`src/rtl/bus_tx_framer.sv`:
```
//------------------------------------------------------------------------------
// Module      : bus_tx_framer
// Description : Buffers a client payload, prepends a header byte and streams the
//               frame to data_bus; re-sends on ack timeout up to a retry limit.
// Revision    : 1.0 - initial release
//------------------------------------------------------------------------------
`default_nettype none

module bus_tx_framer #(
    parameter int DEPTH     = 8,
    parameter int TIMEOUT   = 255,
    parameter int MAX_RETRY = 3
) (
    input  logic       clk,
    input  logic       rst,
    input  logic [1:0] src_id,
    input  logic [1:0] dest_id,
    input  logic       in_valid,
    input  logic [7:0] in_data,
    input  logic       in_last,
    output logic       in_ready,
    output logic       send_valid,
    output logic [7:0] send_data,
    input  logic       send_ready,
    input  logic       ack,
    output logic       busy,
    output logic       done,
    output logic       err
);

    localparam int              c_aw        = $clog2(DEPTH);
    localparam int              c_lw        = c_aw + 1;
    localparam logic [c_lw-1:0] c_depth     = c_lw'(DEPTH);
    localparam logic [7:0]      c_tmo_last  = 8'(TIMEOUT - 1);
    localparam logic [2:0]      c_max_retry = 3'(MAX_RETRY);

    localparam logic [2:0] c_st_idle = 3'd0;
    localparam logic [2:0] c_st_fill = 3'd1;
    localparam logic [2:0] c_st_hdr  = 3'd2;
    localparam logic [2:0] c_st_data = 3'd3;
    localparam logic [2:0] c_st_wait = 3'd4;

    logic [2:0]      r_state, w_state_nx;
    logic [c_lw-1:0] r_wr, w_wr_nx;
    logic [c_aw-1:0] r_rd, w_rd_nx;
    logic [1:0]      r_dest, w_dest_nx;
    logic [7:0]      r_timer, w_timer_nx;
    logic [2:0]      r_retry, w_retry_nx;
    logic [7:0]      r_buf [DEPTH];

    logic            r_in_ready, w_in_ready_nx;
    logic            r_send_valid, w_send_valid_nx;
    logic [7:0]      r_send_data, w_send_data_nx;
    logic            r_busy, w_busy_nx;
    logic            r_done, w_done_nx;
    logic            r_err, w_err_nx;

    logic            w_wr_en;
    logic [c_aw-1:0] w_wr_idx;
    logic            w_accept;
    logic            w_xfer;
    logic            w_last_rd;

    assign w_accept  = in_valid & r_in_ready;
    assign w_xfer    = send_ready & r_send_valid;
    assign w_last_rd = ({1'b0, r_rd} == (r_wr - c_lw'(1)));
    assign w_wr_idx  = (r_state == c_st_idle) ? '0 : r_wr[c_aw-1:0];

    assign in_ready   = r_in_ready;
    assign send_valid = r_send_valid;
    assign send_data  = r_send_data;
    assign busy       = r_busy;
    assign done       = r_done;
    assign err        = r_err;

    always_comb begin
        w_state_nx = r_state;
        w_wr_nx    = r_wr;
        w_rd_nx    = r_rd;
        w_dest_nx  = r_dest;
        w_timer_nx = r_timer;
        w_retry_nx = r_retry;
        w_wr_en    = 1'b0;
        w_done_nx  = 1'b0;
        w_err_nx   = 1'b0;

        case (r_state)
            c_st_idle: begin
                if (w_accept) begin
                    w_wr_en    = 1'b1;
                    w_dest_nx  = dest_id;
                    w_wr_nx    = c_lw'(1);
                    w_retry_nx = '0;
                    w_state_nx = in_last ? c_st_hdr : c_st_fill;
                end
            end
            c_st_fill: begin
                if (w_accept) begin
                    w_wr_en = 1'b1;
                    w_wr_nx = r_wr + c_lw'(1);
                    // A full buffer closes the frame even without in_last.
                    if (in_last || (w_wr_nx == c_depth)) begin
                        w_state_nx = c_st_hdr;
                    end
                end
            end
            c_st_hdr: begin
                if (w_xfer) begin
                    w_rd_nx    = '0;
                    w_state_nx = c_st_data;
                end
            end
            c_st_data: begin
                if (w_xfer) begin
                    if (w_last_rd) begin
                        w_timer_nx = '0;
                        w_state_nx = c_st_wait;
                    end else begin
                        w_rd_nx = r_rd + c_aw'(1);
                    end
                end
            end
            c_st_wait: begin
                if (ack) begin
                    w_done_nx  = 1'b1;
                    w_retry_nx = '0;
                    w_state_nx = c_st_idle;
                end else if (r_timer == c_tmo_last) begin
                    if (r_retry < c_max_retry) begin
                        w_retry_nx = r_retry + 3'd1;
                        w_state_nx = c_st_hdr;
                    end else begin
                        w_err_nx   = 1'b1;
                        w_retry_nx = '0;
                        w_state_nx = c_st_idle;
                    end
                end else begin
                    w_timer_nx = r_timer + 8'd1;
                end
            end
            default: w_state_nx = c_st_idle;
        endcase

        // Outputs are derived from the next state so they can be registered.
        w_in_ready_nx   = (w_state_nx == c_st_idle) || (w_state_nx == c_st_fill);
        w_send_valid_nx = (w_state_nx == c_st_hdr) || (w_state_nx == c_st_data);
        w_busy_nx       = (w_state_nx != c_st_idle);
        w_send_data_nx  = r_send_data;
        if (w_state_nx == c_st_hdr) begin
            w_send_data_nx = {w_dest_nx, src_id, 4'(w_wr_nx - c_lw'(1))};
        end else if (w_state_nx == c_st_data) begin
            w_send_data_nx = r_buf[w_rd_nx];
        end
    end

    always_ff @(posedge clk) begin
        if (rst) begin
            r_state      <= c_st_idle;
            r_wr         <= '0;
            r_rd         <= '0;
            r_dest       <= '0;
            r_timer      <= '0;
            r_retry      <= '0;
            r_in_ready   <= 1'b0;
            r_send_valid <= 1'b0;
            r_send_data  <= 8'h00;
            r_busy       <= 1'b0;
            r_done       <= 1'b0;
            r_err        <= 1'b0;
        end else begin
            r_state      <= w_state_nx;
            r_wr         <= w_wr_nx;
            r_rd         <= w_rd_nx;
            r_dest       <= w_dest_nx;
            r_timer      <= w_timer_nx;
            r_retry      <= w_retry_nx;
            r_in_ready   <= w_in_ready_nx;
            r_send_valid <= w_send_valid_nx;
            r_send_data  <= w_send_data_nx;
            r_busy       <= w_busy_nx;
            r_done       <= w_done_nx;
            r_err        <= w_err_nx;
        end
    end

    always_ff @(posedge clk) begin
        if (w_wr_en) begin
            r_buf[w_wr_idx] <= in_data;
        end
    end

endmodule

`default_nettype wire
```
`config.mk`:
```
export PLATFORM = sky130hd
export DESIGN_NAME = bus_tx_framer
export DESIGN_NICKNAME = d
export VERILOG_FILES = /design/src/rtl/bus_tx_framer.sv
export SDC_FILE = /design/constraint.sdc
export NUM_CORES = 1
export LEC_CHECK = 0
export CAP_MARGIN = 20
export CELL_PAD_IN_SITES_DETAIL_PLACEMENT = 0
export CELL_PAD_IN_SITES_GLOBAL_PLACEMENT = 1
export CORE_UTILIZATION = 48
export DETAILED_ROUTE_END_ITERATION = 6
export PLACE_DENSITY_LB_ADDON = 0.1
export SYNTH_ARGS = -nofsm -noshare
export SYNTH_HDL_FRONTEND = slang
export SYNTH_SLANG_ARGS = --single-unit
```
`constraint.sdc`:
```
create_clock -name clk -period 3.9 [get_ports clk]
set_input_delay 0.39 -clock clk [delete_from_list [all_inputs] [get_ports clk]]
set_output_delay 0.39 -clock clk [all_outputs]
set_load 0.005 [all_outputs]
```
After elaboration in Yosys (flattened, before gate mapping)
Memories as Yosys holds them, arrays and structs flattened.
Cells that the tools add are included.
W data, S select, Z words.

storage, ports and cells
  flip-flop bits (word level) = 36
  RAM bits = 64
  input bits = 18
  word-level logic and storage cells = 93
  memories kept = 1

memory list
  memory  words  bits a word  rd ports  clocked after Yosys merged registers in  write ports  line  RTL
  r_buf   8      8            1         0                                        1            49    logic [7:0] r_buf [DEPTH];

cells by class
  $add $sub $neg = 6
  magnitude comparators = 1
  equality and inequality tests = 16
  mux-type cells = 39
  bitwise gates (word level) = 4
  reductions and logical operators = 14

operators by type and width
  cell                   count
  $mux W3                16
  $mux W8                6
  $pmux W8 S2            1
  $pmux W3 S5            1
  $eq A3 B2 Y1 const B   4
  $pmux W3 S2            2
  $ne A2 B2 Y1 const B   5
  $add A8 B1 Y8 const B  1
  $eq A8 B8 Y1 const B   1
  $mux W2                4
  $mux W4                2
  $pmux W4 S2            1
  $sub A4 B1 Y4 const B  2
  $add A3 B1 Y3 const B  2
  $eq A3 B1 Y1 const B   2
  $logic_not A3 Y1       2
  $mux W1                6
  $reduce_bool A2 Y1     3
  $reduce_and A5 Y1      1
  $add A4 B1 Y4 const B  1
  $eq A3 B4 Y1           1
  $eq A4 B4 Y1 const B   1
  $reduce_or A2 Y1       2
  $reduce_or A4 Y1       1
  other kinds (8)        12

Logic depth before layout (Yosys ltp)
Gate-level depths: netlist of run 1.

  word-level depth = 9
  mapped depth = 12
  gate-level depth less buffers = 10

Worst setup path before layout of run 1
OpenSTA, ideal clock, no wires.

  path type = flip-flop to flip-flop
  start point = reg r_wr[0]
  end point = reg r_send_data[6], in the netlist send_data[6]
  setup time = 0.134 ns
  data arrival time = 2.763 ns
  required time = 3.766 ns
  slack = 1.003 ns
  cell stages (with the launch flop) = 13
  path buffers = 3
  period minus slack after synthesis = 2.897 ns
  path through = dfxtp_1 -> buf_2 -> inv_1 -> ha_1 -> xor2_1 -> or3_4 -> a211oi_4 -> or3_1 -> buf_6 -> buf_8 -> mux2_1 -> o211ai_1 -> a211oi_2

between the ends
  word-level cells in the longest chain between the ends = 8
  elaborated cells between the ends (all ways) = 19

ends and longest elaborated chain
  item                                                   line      RTL
  start, declared                                        44        logic [c_lw-1:0] r_wr, w_wr_nx;
  start signal, assigned                                 172       r_wr <= w_wr_nx;
  $sub A4 B1 Y4 / $add A4 B1 Y4 (equally long branches)  66, 100
  $eq A3 B4 Y1 / $eq A4 B4 Y1 (equally long branches)    66, 102
  $mux W3 / $logic_or A1 B1 Y1 (equally long branches)   115, 102
  $mux W3 (on tied branches)                             114, 102
  $pmux W3 S2 / $mux W3 (equally long branches)          87, 98
  $mem_v2 Z8 W8 / $pmux W3 S5 (equally long branches)    --
  $mux W8 (tied with other cells)                        151       end else if (w_state_nx == c_st_data) begin
  $mux W8 / $reduce_bool A2 Y1 (equally long branches)   --
  end signal, assigned                                   179       r_send_data <= w_send_data_nx;
  end, declared                                          53        logic [7:0] r_send_data, w_send_data_nx;

Parallel ways exist; a longest one is shown, timed or not. The select of a mux whose other input is x is not followed.
A chain may end at the register's enable or synchronous reset.

Worst setup path in the final report of run 1
  start point = reg r_wr[1]
  end point = reg r_send_data[1], in the netlist send_data[1]

The elaborated chain is that of the path after synthesis.

==> results_dict.tcl, run 1 <==
set metrics [dict create \
    hold_path_depth 2 \
    grt_start_max_net_pins 30 \
    relSlewSlack_pct 45.9 \
    die_area_um2 10100 \
    synth.ff_latch_count 100 \
    cts_repair_resize_count 0 \
    die_h_um 100 \
    critical_path.reg2reg.startpoint "r_wr[1]" \
    vias 3185 \
    rr_worst_depth 10 \
    cp-end-kind "register" \
    first_global_vias 3008 \
    hold_path_class "reg -> reg" \
    drtPass1Iterations 5 \
    final_min_period_over_clock_period_pct 89.6 \
    globalRoute.totalOverflow 0 \
    total_count_of_hold_check_failures_in_the_final_report 0 \
    placedInstanceArea_um2 5120 \
    place.port_buffers 30 \
    io_pins 31 \
    cts.path.max_buffers 2 \
    drc 0 \
    yosys.area.top_type "edfxtp_1" \
    syn_inst 387 \
    cp-start-kind "register" \
    place_hpwl_um 7210 \
    rsz0062_at_grt "false" \
    maxCapViolCount 0 \
    tritoncts_clock_tree "yes" \
    fmaxAchievable_mhz 286 \
    maxSlewViolCount 0 \
    postLayoutCellArea_um2 5300 \
    final.setup.tns_ps 0 \
    gr-usage-met1_pct 33.1 \
    syn_to_final_growth_pct 14.2 \
    synthTopCellsByCount "edfxtp_1 (64), nor2_1 (37), dfxtp_1 (36)" \
    result_of_the_run "completed" \
    worstPathMaxFanout 19 \
    power.static_leakage_uw 0.00181 \
    gr-usage-met3_pct 4.25 \
    synthFlopType "edfxtp_1" \
    asyncSetResetFlopFracSynth_pct 0 \
    clockRootBuffer "clkbuf_8" \
    numClockSinks 100 \
    synth_sequential_area_ratio_pct 57.0 \
    criticalPathCategory "reg -> reg" \
    setup.reg_to_reg.worst_slack_ps 410 \
    initialDrtViolationCount 189 \
    worst-slew-pin-transition_ps 809 \
    pre_cts_slack_ps 417 \
    synth_largest_type_area_fraction_pct 41.4 \
    edff_count_synth 64 \
    antenna_violating_nets_post_route 0 \
    post-cts-setup-buffers 0 \
    cts_hold_buffers 0 \
    synth.most_common_cell "edfxtp_1" \
    grt_pass1_wl_um 16600 \
    synth_area_leaders "edfxtp_1 (41%), dfxtp_1 (16%), mux2_1 (3.2%)" \
    post-route-min-period_ps 3490 \
    hold_end "r_retry[0]" \
    grt.busiest_layer "met2" \
    final-instance-count-excl-fill 562 \
    num_rows 35 \
    setup_slack_ps 406 \
    routabilityCongestion 0.802 \
    nNetsFinal 454 \
    h-tree-depth 3 \
    power_density_nw_per_um2 384 \
    clock_skew_ps 16.7 \
    placed_cells_incl_taps 546 \
    route.final.wire_length_um 10600 \
    worst_ep_arrival_time_ps 3740 \
    mappedNetlistArea_um2 4640 \
    tritoncts.num_buffers 9 \
    wl_per_cell_um 18.8 \
    post_synthesis_cell_type_count 65 \
    final_layout_size_suffix_gt1_share_pct 12.0 \
    global_route.usage.total_pct 22.3 \
    fp.coreArea_um2 9280 \
    effective_utilization_at_floorplan_pct 49.9 \
    clk_pin_slew_worst_paths_ps 110 \
    worst_hold_startpoint "r_retry[0]" \
    insertedDiodeCount 0 \
    number_of_antenna_violations_at_the_first_check_in_global_routing 0 \
    synthesis.yosys.warnings 0 \
    timing.rr.end "send_data[1]" \
    grt.met2_usage_pct 34.1 \
    die-width_um 100 \
    vias_per_cell 5.67 \
    postSynthAreaPerCell_um2 12.0 \
    power.ir.vdd_worst_v 0.000251 \
    worst-endpoint-required_ps 4150 \
    mappedNetlistNets 413 \
    worst_skew_pair.late_latency_ps 370 \
    final-setup-viol-count 0 \
]
-- cells in the final DEF, fill, tap and decap left out, types with 3 or more instances in the layout --
master / n
ha_1: 8
clkbuf_8: 9
nand3_1: 5
xnor2_1: 4
mux2_2: 4
nor2_1: 37
or3_1: 5
mux2_1: 13
o31ai_1: 8
o22ai_1: 3
nand2b_1: 6
and2_1: 3
clkdlybuf4s50_1: 30
a211oi_2: 3
inv_1: 14
nand4_1: 4
nor2b_1: 8
a211oi_1: 3
nor3_1: 7
edfxtp_1: 64
dfxtp_1: 36
o21a_1: 5
o21ai_0: 7
buf_4: 22
a21oi_1: 14
mux2i_1: 13
a311oi_1: 6
and3_1: 5
xor2_1: 9
o211ai_1: 17
nand2_1: 18
-- per-layer routing --
layer  vias up  wire length (um)
met2        70              4840
met5         -                 0
met3        13               399
li1       1535                 -
met4         0               106
met1      1567              5200
-- area by class of cell --
class	instances	area, um2
clock buffer	9	124
clock inverter	7	48.8
tap	129	161
sequential	100	2640
inverter	14	52.6
fill	827	3990
timing repair buffer	52	465
multi-input combinational	251	1800
-- per-stage QoR --
step / hold WS (ps) / util [%] / total power, uW
final: 510 / 57.0 / 2030
after global routing: 543 / 57.0 / 2110
after CTS: 515 / 57.0 / 2050
after detailed placement: 496 / 55.2 / 1440
after global placement: 470 / 55.2 / 1440
after floorplan: 457 / - / 1330
-- where the power goes --
group / leakage (uW) / switching [uW] / internal, uW / total [uW]
combinational: 0.000855 / 135 / 113 / 248
sequential: 0.000870 / 20.8 / 1150 / 1170
clock: 0.0000870 / 375 / 236 / 611
total: 0.00181 / 531 / 1500 / 2030
-- worst max-delay path, stage by stage, from the launching register on --
cell	delay, ps
dfxtp_1	540
inv_1	130
ha_1	330
xnor2_1	160
or3_4	360
a211oi_4	210
or3_1	590
buf_4	400
mux2_1	350
o211ai_1	190
a311oi_1	110
-- kinds of logic after synthesis --
group           Yosys count  synth area share (%)
mux                      30                  6.93
buf+inv                  36                  4.18
xor+xnor                 13                  2.46
simple gates            115                  13.4
fa+ha+maj                 8                  2.16
flops                   100                  57.0
compound gates           85                  13.8
-- worst max-delay path by stage --
stage	depth (start not counted)	endpoint	slack, ps	start
after global placement	10	send_data[6]	510	r_wr[1]
final	10	send_data[1]	410	r_wr[1]
after CTS	10	send_data[1]	380	r_wr[1]
after global routing	10	send_data[1]	170	r_wr[1]
after detailed placement	10	send_data[1]	420	r_wr[1]
after floorplan	12	send_data[6]	1000	r_wr[0]
-- state kept, by name (all words and copies together) (netlist names) --
signal      count
busy            1
r_rd            3
r_retry         3
r_timer         8
send_data       8
done            1
r_wr            4
send_valid      1
r_buf          64
in_ready        1
err             1
r_dest          2
r_state         3
Power figures use the tool's default switching activity.
==> inputs of run 2 (changes only) <==
--- a/config.mk
+++ b/config.mk
@@ -9,7 +9,9 @@
 export CELL_PAD_IN_SITES_DETAIL_PLACEMENT = 0
 export CELL_PAD_IN_SITES_GLOBAL_PLACEMENT = 1
 export CORE_UTILIZATION = 48
+export CTS_CLUSTER_SIZE = 30
 export DETAILED_ROUTE_END_ITERATION = 6
+export GPL_ROUTABILITY_DRIVEN = 0
 export PLACE_DENSITY_LB_ADDON = 0.1
 export SYNTH_ARGS = -nofsm -noshare
 export SYNTH_HDL_FRONTEND = slang
==> results of run 2 <==
No change in the layout: final DEF, timing and power equal those of run 1.
